`src/rtl/deser_pkg.sv`:
```
// Shared types and helpers for the serial-to-parallel deserializer.
package deser_pkg;

  typedef enum logic {
    IDLE    = 1'b0,
    COLLECT = 1'b1
  } state_e;

  // Bit-count width able to represent the value WIDTH itself.
  function automatic int mod_bits_f(input int width);
    return $clog2(width) + 1;
  endfunction

endpackage

```
`src/rtl/bit_counter_sat.sv`:
```
// Generic up-counter that holds at its all-ones value instead of wrapping.
module bit_counter_sat #(
  parameter int W = 8
) (
  input  logic         clk_i,
  input  logic         arst_n_i,
  input  logic         inc_i,
  output logic [W-1:0] cnt_o
);

  logic [W-1:0] cnt_q, cnt_d;

  always_comb begin
    cnt_d = cnt_q;
    if (inc_i && (cnt_q != {W{1'b1}})) begin
      cnt_d = cnt_q + 1'b1;
    end
  end

  always_ff @(posedge clk_i or negedge arst_n_i) begin
    if (!arst_n_i) begin
      cnt_q <= '0;
    end else begin
      cnt_q <= cnt_d;
    end
  end

  assign cnt_o = cnt_q;

endmodule

```
`src/rtl/deserializer_mod.sv`:
```
// Reassembles MSB-first serial bursts into left-justified parallel words.
// Optional DESER_SHORT_ERR_EN adds a pulse and saturating count for discarded short bursts.
module deserializer_mod
  import deser_pkg::*;
#(
  parameter int WIDTH    = 8,
  parameter int MOD_BITS = mod_bits_f(WIDTH),
  parameter int MIN_BITS = 3
) (
  input  logic                clk_i,
  input  logic                arst_n_i,
  input  logic                ser_data_i,
  input  logic                ser_data_val_i,
  output logic [WIDTH-1:0]    deser_data_o,
  output logic [MOD_BITS-1:0] deser_mod_o,
  output logic                deser_data_val_o,
`ifdef DESER_SHORT_ERR_EN
  output logic                short_err_o,
  output logic [7:0]          short_err_cnt_o,
`endif
  output logic                busy_o
);

  state_e              state_q, state_d;
  logic [WIDTH-1:0]    shift_q, shift_d, shift_new;
  logic [WIDTH-1:0]    data_q, data_d;
  logic [MOD_BITS-1:0] cnt_q, cnt_d, cnt_inc;
  logic [MOD_BITS-1:0] mod_q, mod_d;
  logic                val_q, val_d;

  // Unwritten shift bits are always zero, so OR-ing the positioned bit is enough.
  assign shift_new = shift_q | ({ser_data_i, {(WIDTH-1){1'b0}}} >> cnt_q);
  assign cnt_inc   = cnt_q + 1'b1;

  always_comb begin
    state_d = state_q;
    shift_d = shift_q;
    cnt_d   = cnt_q;
    data_d  = data_q;
    mod_d   = mod_q;
    val_d   = 1'b0;
    if (ser_data_val_i) begin
      if (cnt_inc == MOD_BITS'(WIDTH)) begin
        data_d  = shift_new;
        mod_d   = MOD_BITS'(WIDTH);
        val_d   = 1'b1;
        state_d = IDLE;
        shift_d = '0;
        cnt_d   = '0;
      end else begin
        state_d = COLLECT;
        shift_d = shift_new;
        cnt_d   = cnt_inc;
      end
    end else if (state_q == COLLECT) begin
      if (cnt_q >= MOD_BITS'(MIN_BITS)) begin
        data_d = shift_q;
        mod_d  = cnt_q;
        val_d  = 1'b1;
      end
      state_d = IDLE;
      shift_d = '0;
      cnt_d   = '0;
    end
  end

  always_ff @(posedge clk_i or negedge arst_n_i) begin
    if (!arst_n_i) begin
      state_q <= IDLE;
      shift_q <= '0;
      cnt_q   <= '0;
      data_q  <= '0;
      mod_q   <= '0;
      val_q   <= 1'b0;
    end else begin
      state_q <= state_d;
      shift_q <= shift_d;
      cnt_q   <= cnt_d;
      data_q  <= data_d;
      mod_q   <= mod_d;
      val_q   <= val_d;
    end
  end

  assign deser_data_o     = data_q;
  assign deser_mod_o      = mod_q;
  assign deser_data_val_o = val_q;
  assign busy_o           = (state_q == COLLECT);

`ifdef DESER_SHORT_ERR_EN
  logic short_end, short_q;

  // Fires on the same edge that would have launched a word pulse.
  assign short_end = !ser_data_val_i && (state_q == COLLECT) &&
                     (cnt_q < MOD_BITS'(MIN_BITS));

  always_ff @(posedge clk_i or negedge arst_n_i) begin
    if (!arst_n_i) begin
      short_q <= 1'b0;
    end else begin
      short_q <= short_end;
    end
  end

  bit_counter_sat #(.W(8)) u_short_cnt (
    .clk_i    (clk_i),
    .arst_n_i (arst_n_i),
    .inc_i    (short_end),
    .cnt_o    (short_err_cnt_o)
  );

  assign short_err_o = short_q;
`endif

endmodule

```
`config.mk`:
```
export PLATFORM = sky130hd
export DESIGN_NAME = deserializer_mod
export DESIGN_NICKNAME = d
export VERILOG_FILES = /design/src/rtl/deser_pkg.sv /design/src/rtl/bit_counter_sat.sv /design/src/rtl/deserializer_mod.sv
export SDC_FILE = /design/constraint.sdc
export NUM_CORES = 1
export LEC_CHECK = 0
export BUFFER_PORTS_ARGS = -buffer_cell sky130_fd_sc_hd__buf_2
export CAP_MARGIN = 20
export CELL_PAD_IN_SITES_DETAIL_PLACEMENT = 0
export CELL_PAD_IN_SITES_GLOBAL_PLACEMENT = 1
export CORE_UTILIZATION = 43
export DETAILED_ROUTE_END_ITERATION = 6
export PLACE_DENSITY = 0.75
export SLEW_MARGIN = 30
export SYNTH_ARGS = -nofsm -noshare
export SYNTH_HDL_FRONTEND = slang
export SYNTH_SLANG_ARGS = --single-unit
```
`constraint.sdc`:
```
create_clock -name clk_i -period 2.37 [get_ports clk_i]
set_input_delay 0.474 -clock clk_i [delete_from_list [all_inputs] [get_ports clk_i]]
set_output_delay 0.474 -clock clk_i [all_outputs]
set_load 0.01 [all_outputs]
```
==> results of run 1 <==
==> critical path, delay by kind of cell (launching register included) <==
family	cells	cell delay (ns)
compound gates	1	0.20
fa+ha+maj	1	0.30
buf+inv	1	0.24
flops	1	0.54
mux	2	0.31
simple gates	1	0.27
==> registers in the layout, summed over array words and instances, names as in the netlist <==
| name | count |
|---|---|
| busy_o | 1 |
| deser_data_val_o | 1 |
| deser_data_o | 8 |
| cnt_q | 4 |
| deser_mod_o | 4 |
| shift_q | 8 |
==> area by class of cell <==
type	instances	area (sq um)	area share, %
clock buffers	3	22.5	1.70
clock inverters	1	30.0	2.26
inverters	8	30.0	2.26
multi-input cells	67	463	34.9
flip-flops and latches	26	651	49.1
well taps	30	37.5	2.83
repair buffers	18	92.6	6.98
==> cell usage after synthesis, types with 2 or more instances <==
cell type  instances
dfrtp_1           26
mux2i_1           10
nor2_1            10
inv_1              8
a21oi_1            7
nand2_1            4
nor2b_1            4
o21ai_0            3
o2bb2ai_1          3
and3_1             2
buf_2              2
buf_4              2
ha_1               2
nand2b_1           2
nor3_1             2
==> logic make-up after synthesis <==
group,synth area share (%)
AO/OA/AOI/OAI,13.2
AND/OR/NAND/NOR,12.7
buffers and inverters,5.92
flip-flops,55.0
multiplexers,10.4
XOR/XNOR,0.740
adder cells (fa/ha/maj),2.11
==> where the power goes <==
| part | leakage [nW] | switching [mW] | internal [mW] | total [mW] |
|---|---|---|---|---|
| registers | 0.345 | 0.0773 | 0.540 | 0.618 |
| logic | 0.284 | 0.168 | 0.145 | 0.313 |
| clock network | 0.0279 | 0.129 | 0.171 | 0.300 |
==> per-layer routing <==
metal | vias to the layer above | wire length [um]
met5 | - | 0
met4 | 0 | 34
met3 | 4 | 85
met2 | 17 | 969
met1 | 415 | 1030
li1 | 406 | -
==> metrics by stage <==
step	area, sq um	cells	setup WS [ns]
2_1_floorplan	1180	107	0.574
3_3_place_gp	1270	149	0.494
3_5_place_dp	1270	149	0.433
4_1_cts	1330	153	0.414
5_1_grt	1330	153	0.275
6_report	1330	153	0.438
==> worst paths after layout <==
kind | end | slack [ns] | depth (start not counted)
min in group clk_i | shift_q[4] | 0.50 | 2
worst max register to register | deser_data_o[3] | 0.44 | 6
worst min-delay path | cnt_q[3] | 0.13 | 1
worst max-delay path | deser_data_o[3] | 0.44 | 6
max in group asynchronous | shift_q[3] | 1.87 | 1
worst min register to register | shift_q[4] | 0.50 | 2
==> flow_summary_export.csv, run 1 <==
group,metric,value,unit
die,num_io_pins,18,
clock_tree,root_buffer,"clkbuf_4",
synth,ys_types,35,
power,p_per_area,928,mW/mm^2
synth,synth_area,0.00118,sq mm
global_routing,antenna_found_initial,0,
power,vdd_ir_drop_max,439,uV
clock_tree,htree_levels,1,
power,total_power,1.23,mW
global_routing,grt_pass1_wl,3350,um
worst_setup_path,cp.required,2.62,ns
global_routing,use_met1,23.6,%
synth,ys_seq_area_share,55.0,%
placement,hpwlAfterDp,1460,um
flow_run,drv_cap,0,
sta,period_share,81.5,%
layout,num-fill-cells,248,
layout,utilization,52.1,%
hold_path,hp-class,"in -> async",
run_status,status,"complete, no violations",
worst_setup_path,worst_ep_arrival_time,2.18,ns
drt,initialDrtViolationCount,7,
sta,slew_headroom,59.7,%
worst_setup_path,r2r-start,"cnt_q[1]",
clock_tree,cts_tree,"built",
worst_setup_path,startpoint_type,"register",
synth,synth_warnings,0,
synth,synth_top_area_share,55.0,%
placement,gp_congestion,0.796,
clock_tree,post_cts_resized,0,
global_routing,grt_util_met2,24.0,%
drt,num_vias,842,
drt,viasPerCell,5.50,
worst_setup_path,endpoint_kind,"register",
worst_setup_path,worstPathCellList,"ha_1 -> nor3b_1 -> mux2i_1 -> o22ai_1 -> buf_4 -> mux2i_1",
layout,layout_common_cells,"dfrtp_1 (26), buf_2 (17), mux2i_1 (10), nor2_1 (10), inv_1 (8)",
clock_tree,worstSkewPairLatency,0.31,ns
sta,rsz0062_at_grt,"false",
clock_tree,holdBufCountCts,0,
drt,wl,2120,um
sta,finClkSkew,0.00134,ns
clock_tree,cts_setup_buffers,0,
sta,setup_tns,0,ns
worst_setup_path,max_stage_delay,0.54,ns
drt,route.detailed.drc,0,
synth,syn_nets,113,
worst_setup_path,crit_fanout,12,
clock_tree,clock-sinks,26,
die,core_area,0.00254,sq mm
global_routing,grt.total_usage,16.4,%
synth,syn_avg_cell_area,11.1,sq um
synth,synth_area_leaders,"dfrtp_1 (55%), mux2i_1 (8.5%), nor2_1 (3.2%)",
die,die_w,54.5,um
die,fp.dieH,54.5,um
layout,drive_gt1_share,19.5,%
worst_setup_path,cp-startpoint,"cnt_q[1]",
synth,synth_top_area_cell,"dfrtp_1",
sta,worst_slew_pin_slew,0.599,ns
synth,synth_flop_cell,"dfrtp_1",
global_routing,grt_pass1_vias,733,
synth,synth_edf_count,0,
sta,hold_slack,0.125,ns
global_routing,met3_usage,2.50,%
global_routing,gr-total-overflow,0,
sta,max_freq,0.517,GHz
power,power_leakage,0.658,nW
drt,dr.pass1.iters,4,
global_routing,grt-busiest-layer,"met2",
sta,slew_viol_final,0,
sta,hold_violations,0,
synth,synthArstFlopShare,100,%
sta,setup_viol,0,
sta,finalCriticalPeriod,1.93,ns
global_routing,grt_max_degree,27,
layout,final_common_cell,"dfrtp_1",
worst_setup_path,crit_top_cell,"mux2i_1",
placement,port-buffer-count,17,
drt,wl_per_cell,13.8,um
worst_setup_path,crit_type,"reg -> reg",
synth,netlist_instances,107,
drt,ant_nets,0,
die,die_area,0.00297,sq mm
clock_tree,clk_path_buf_depth,2,
die,rows,18,
clock_tree,cts_made_buffers,3,
die,start_util,46.5,%
clock_tree,cts.reportedPaths.clkPinSlew,0.14,ns
layout,nNetsFinal,130,
synth,yosys_register_bits,26,
layout,area_delta_synth_final,12.1,%
worst_setup_path,critPathSlowestCell,"dfrtp_1",
layout,antennaDiodeCount,0,
(Power assumes the default switching activity.)
==> inputs of run 2 (changes only) <==
- ABC_AREA: unset -> 1
- CORE_UTILIZATION: 43 -> 42
- PLACE_DENSITY: 0.75 -> 0.74
- clock period: 2.37 -> 1.9 ns (I/O delays scaled with it)
==> run 2 against run 1 <==
  * The run now ends with design-rule violations left
  * First-iteration DRC count rose to 3.0 times the previous value
  * Clock skew up 0.0023 ns
  * Clock power down 26%
  * Via count up 16%
  * Sequential share of layout area down 2.4 points
  * Register-to-register slack worse by 0.11 ns
  * Flip-flop and latch count unchanged
  * Synthesized area up 7.5%
  * Global-route usage up 2.2 points
  * Largest power group unchanged
  * Hold slack worse by 0.090 ns
==> flow_summary_export.csv, run 2 <==
group,metric,value,unit
run_status,status,"complete, but fails checks",
run_status,violations,"design-rule violations",
die,start_util,45.4,%
power,comb_power_share,34.1,%
power,power_leakage,0.737,nW
worst_setup_path,cp.required,2.12,ns
power,p_seq_share,51.2,%
layout,antennaDiodeCount,0,
clock_tree,clk_path_buf_depth,2,
synth,synth_warnings,0,
synth,netlist_instances,134,
die,rows,19,
worst_setup_path,endpoint_kind,"register",
synth,synth_top_cells_by_count,"nand3_1 (29), nand2_1 (27), dfrtp_1 (26)",
worst_setup_path,startpoint_type,"register",
layout,nNetsFinal,160,
worst_setup_path,r2r-start,"cnt_q[0]",
drt,wl,2640,um
clock_tree,htree_levels,1,
worst_setup_path,cp-startpoint,"cnt_q[0]",
power,switching_share,35.6,%
clock_tree,holdBufCountCts,0,
power,pwr-share-clk,14.7,%
global_routing,gr-total-overflow,0,
layout,final_common_cell,"nand3_1",
layout,design_area,0.00140,sq mm
synth,yosys_register_bits,26,
sta,slew_headroom,62.4,%
clock_tree,root_buffer,"clkbuf_4",
drt,num_vias,975,
drt,dr.pass1.iters,6,
sta,hold_slack,0.0355,ns
synth,synthArstFlopShare,100,%
clock_tree,post_cts_resized,0,
synth,ys_types,26,
sta,period_share,83.0,%
synth,synth_top_area_cell,"dfrtp_1",
global_routing,grt_pass1_wl,4600,um
layout,layout_common_cells,"nand3_1 (29), nand2_1 (27), dfrtp_1 (26), buf_2 (17), inv_1 (7)",
drt,ant_nets,0,
clock_tree,cts.reportedPaths.clkPinSlew,0.13,ns
global_routing,grt.total_usage,18.6,%
placement,hpwlAfterDp,1940,um
global_routing,antenna_found_initial,0,
placement,dpl_cell_area,0.00137,sq mm
global_routing,grt_max_degree,27,
drt,route.detailed.drc,2,
die,core_area,0.00281,sq mm
synth,synth_edf_count,0,
sta,finClkSkew,0.00367,ns
hold_path,hp-class,"in -> async",
clock_tree,cts_tree,"built",
worst_setup_path,path_delay_family,"simple AND/OR/NAND/NOR gates",
clock_tree,cts_made_buffers,3,
sta,hold_violations,0,
worst_setup_path,worstPathCellList,"ha_1 -> inv_2 -> nand2_2 -> a21oi_4 -> nand3_2 -> nand3_1 -> nand2_1",
sta,setup_tns,0,ns
worst_setup_path,critPathSlowestCell,"dfrtp_1",
power,vdd_ir_drop_max,618,uV
drt,viasPerCell,5.33,
die,fp.dieH,57.0,um
drt,wl_per_cell,14.4,um
layout,num-fill-cells,288,
sta,setup_viol,0,
power,internal_power,0.977,mW
clock_tree,cts_setup_buffers,0,
global_routing,grt_pass1_vias,994,
synth,yosysMostFrequentCell,"nand3_1",
flow_run,drv_cap,0,
placement,port-buffer-count,17,
die,die_area,0.00325,sq mm
sta,slew_viol_final,0,
synth,synth_area,0.00127,sq mm
layout,drive_gt1_share,25.7,%
worst_setup_path,max_stage_delay,0.40,ns
worst_setup_path,crit_type,"reg -> reg",
sta,max_freq,0.634,GHz
sta,worst_slew_pin_slew,0.564,ns
clock_tree,worstSkewPairLatency,0.31,ns
sta,rsz0062_at_grt,"false",
synth,syn_nets,140,
synth,syn_avg_cell_area,9.50,sq um
worst_setup_path,cp.buffers_inverters,1,
synth,synth_area_leaders,"dfrtp_1 (51%), nand3_1 (11%), nand2_1 (8.0%)",
synth,ys_seq_area_share,51.1,%
die,die_w,57.0,um
clock_tree,clock-sinks,26,
synth,synth_flop_cell,"dfrtp_1",
sta,finalCriticalPeriod,1.58,ns
layout,area_delta_synth_final,9.64,%
synth,synth_top_area_share,51.1,%
power,p_per_area,1090,mW/mm^2
power,power.switching,0.539,mW
die,num_io_pins,18,
worst_setup_path,crit_fanout,13,
drt,initialDrtViolationCount,21,
placement,gp_congestion,0.870,
worst_setup_path,worst_ep_arrival_time,1.79,ns
==> run 2: cell types whose count changed after synthesis, sizes merged, moves of 5 or more <==
cell,delta
o21bai,+6
nor2,-6
a21oi,-5
nand3,+29
mux2i,-10
a21boi,+5
nand2,+28
==> run 2: logic make-up (layout without fill, tap and decap cells) <==
group,count (synthesis),after routing,share of synthesized area [%]
buf+inv,17,35,7.57
simple gates,67,67,26.0
fa+ha+maj,2,2,1.97
compound gates,22,22,13.4
flops,26,26,51.1
==> run 2: layout make-up <==
cell class	count	area [sq um]	share of cell area, %
Tap cell	31	38.8	2.78
Clock buffer	3	22.5	1.61
Inverter	11	42.5	3.05
Timing Repair Buffer	21	115	8.25
Sequential cell	26	651	46.6
Multi-Input combinational cell	91	526	37.7
==> run 2: stage by stage <==
stage                     setup WS (ns)  total power [mW]  utilization, %  cells
final                             0.323              1.52            49.7    183
after global routing              0.234              1.63            49.7    183
after CTS                         0.329              1.54            49.7    183
after detailed placement          0.356              1.31            48.9    180
after global placement            0.422              1.30            48.9    180
after floorplan                   0.438              1.11               -    134
==> run 2: layer usage <==
layer	vias to the layer above	part of all wire, %	track usage (%)
li1	485	-	-
met1	471	48	25.6
met2	17	48	30.6
met3	2	3.3	4.76
met4	0	0.38	2.79
met5	-	0	0
==> run 2: final timing paths <==
kind | end | cells after the start | slack, ns
worst min-delay path | cnt_q[3] | 1 | 0.04
worst max register to register | deser_data_o[1] | 7 | 0.32
max in group asynchronous | deser_data_o[2] | 1 | 1.49
min in group clk_i | cnt_q[2] | 3 | 0.38
worst min register to register | deser_mod_o[1] | 2 | 0.50
worst max-delay path | deser_data_o[1] | 7 | 0.32
==> run 2: power groups by stage <==
stage          clock network (mW)  logic [mW]  registers, mW
2_1_floorplan                   0       0.277          0.837
3_5_place_dp                    0       0.522          0.789
3_3_place_gp                    0       0.519          0.783
4_1_cts                     0.239       0.523          0.777
6_report                    0.223       0.518          0.776
5_1_grt                     0.257       0.577          0.795
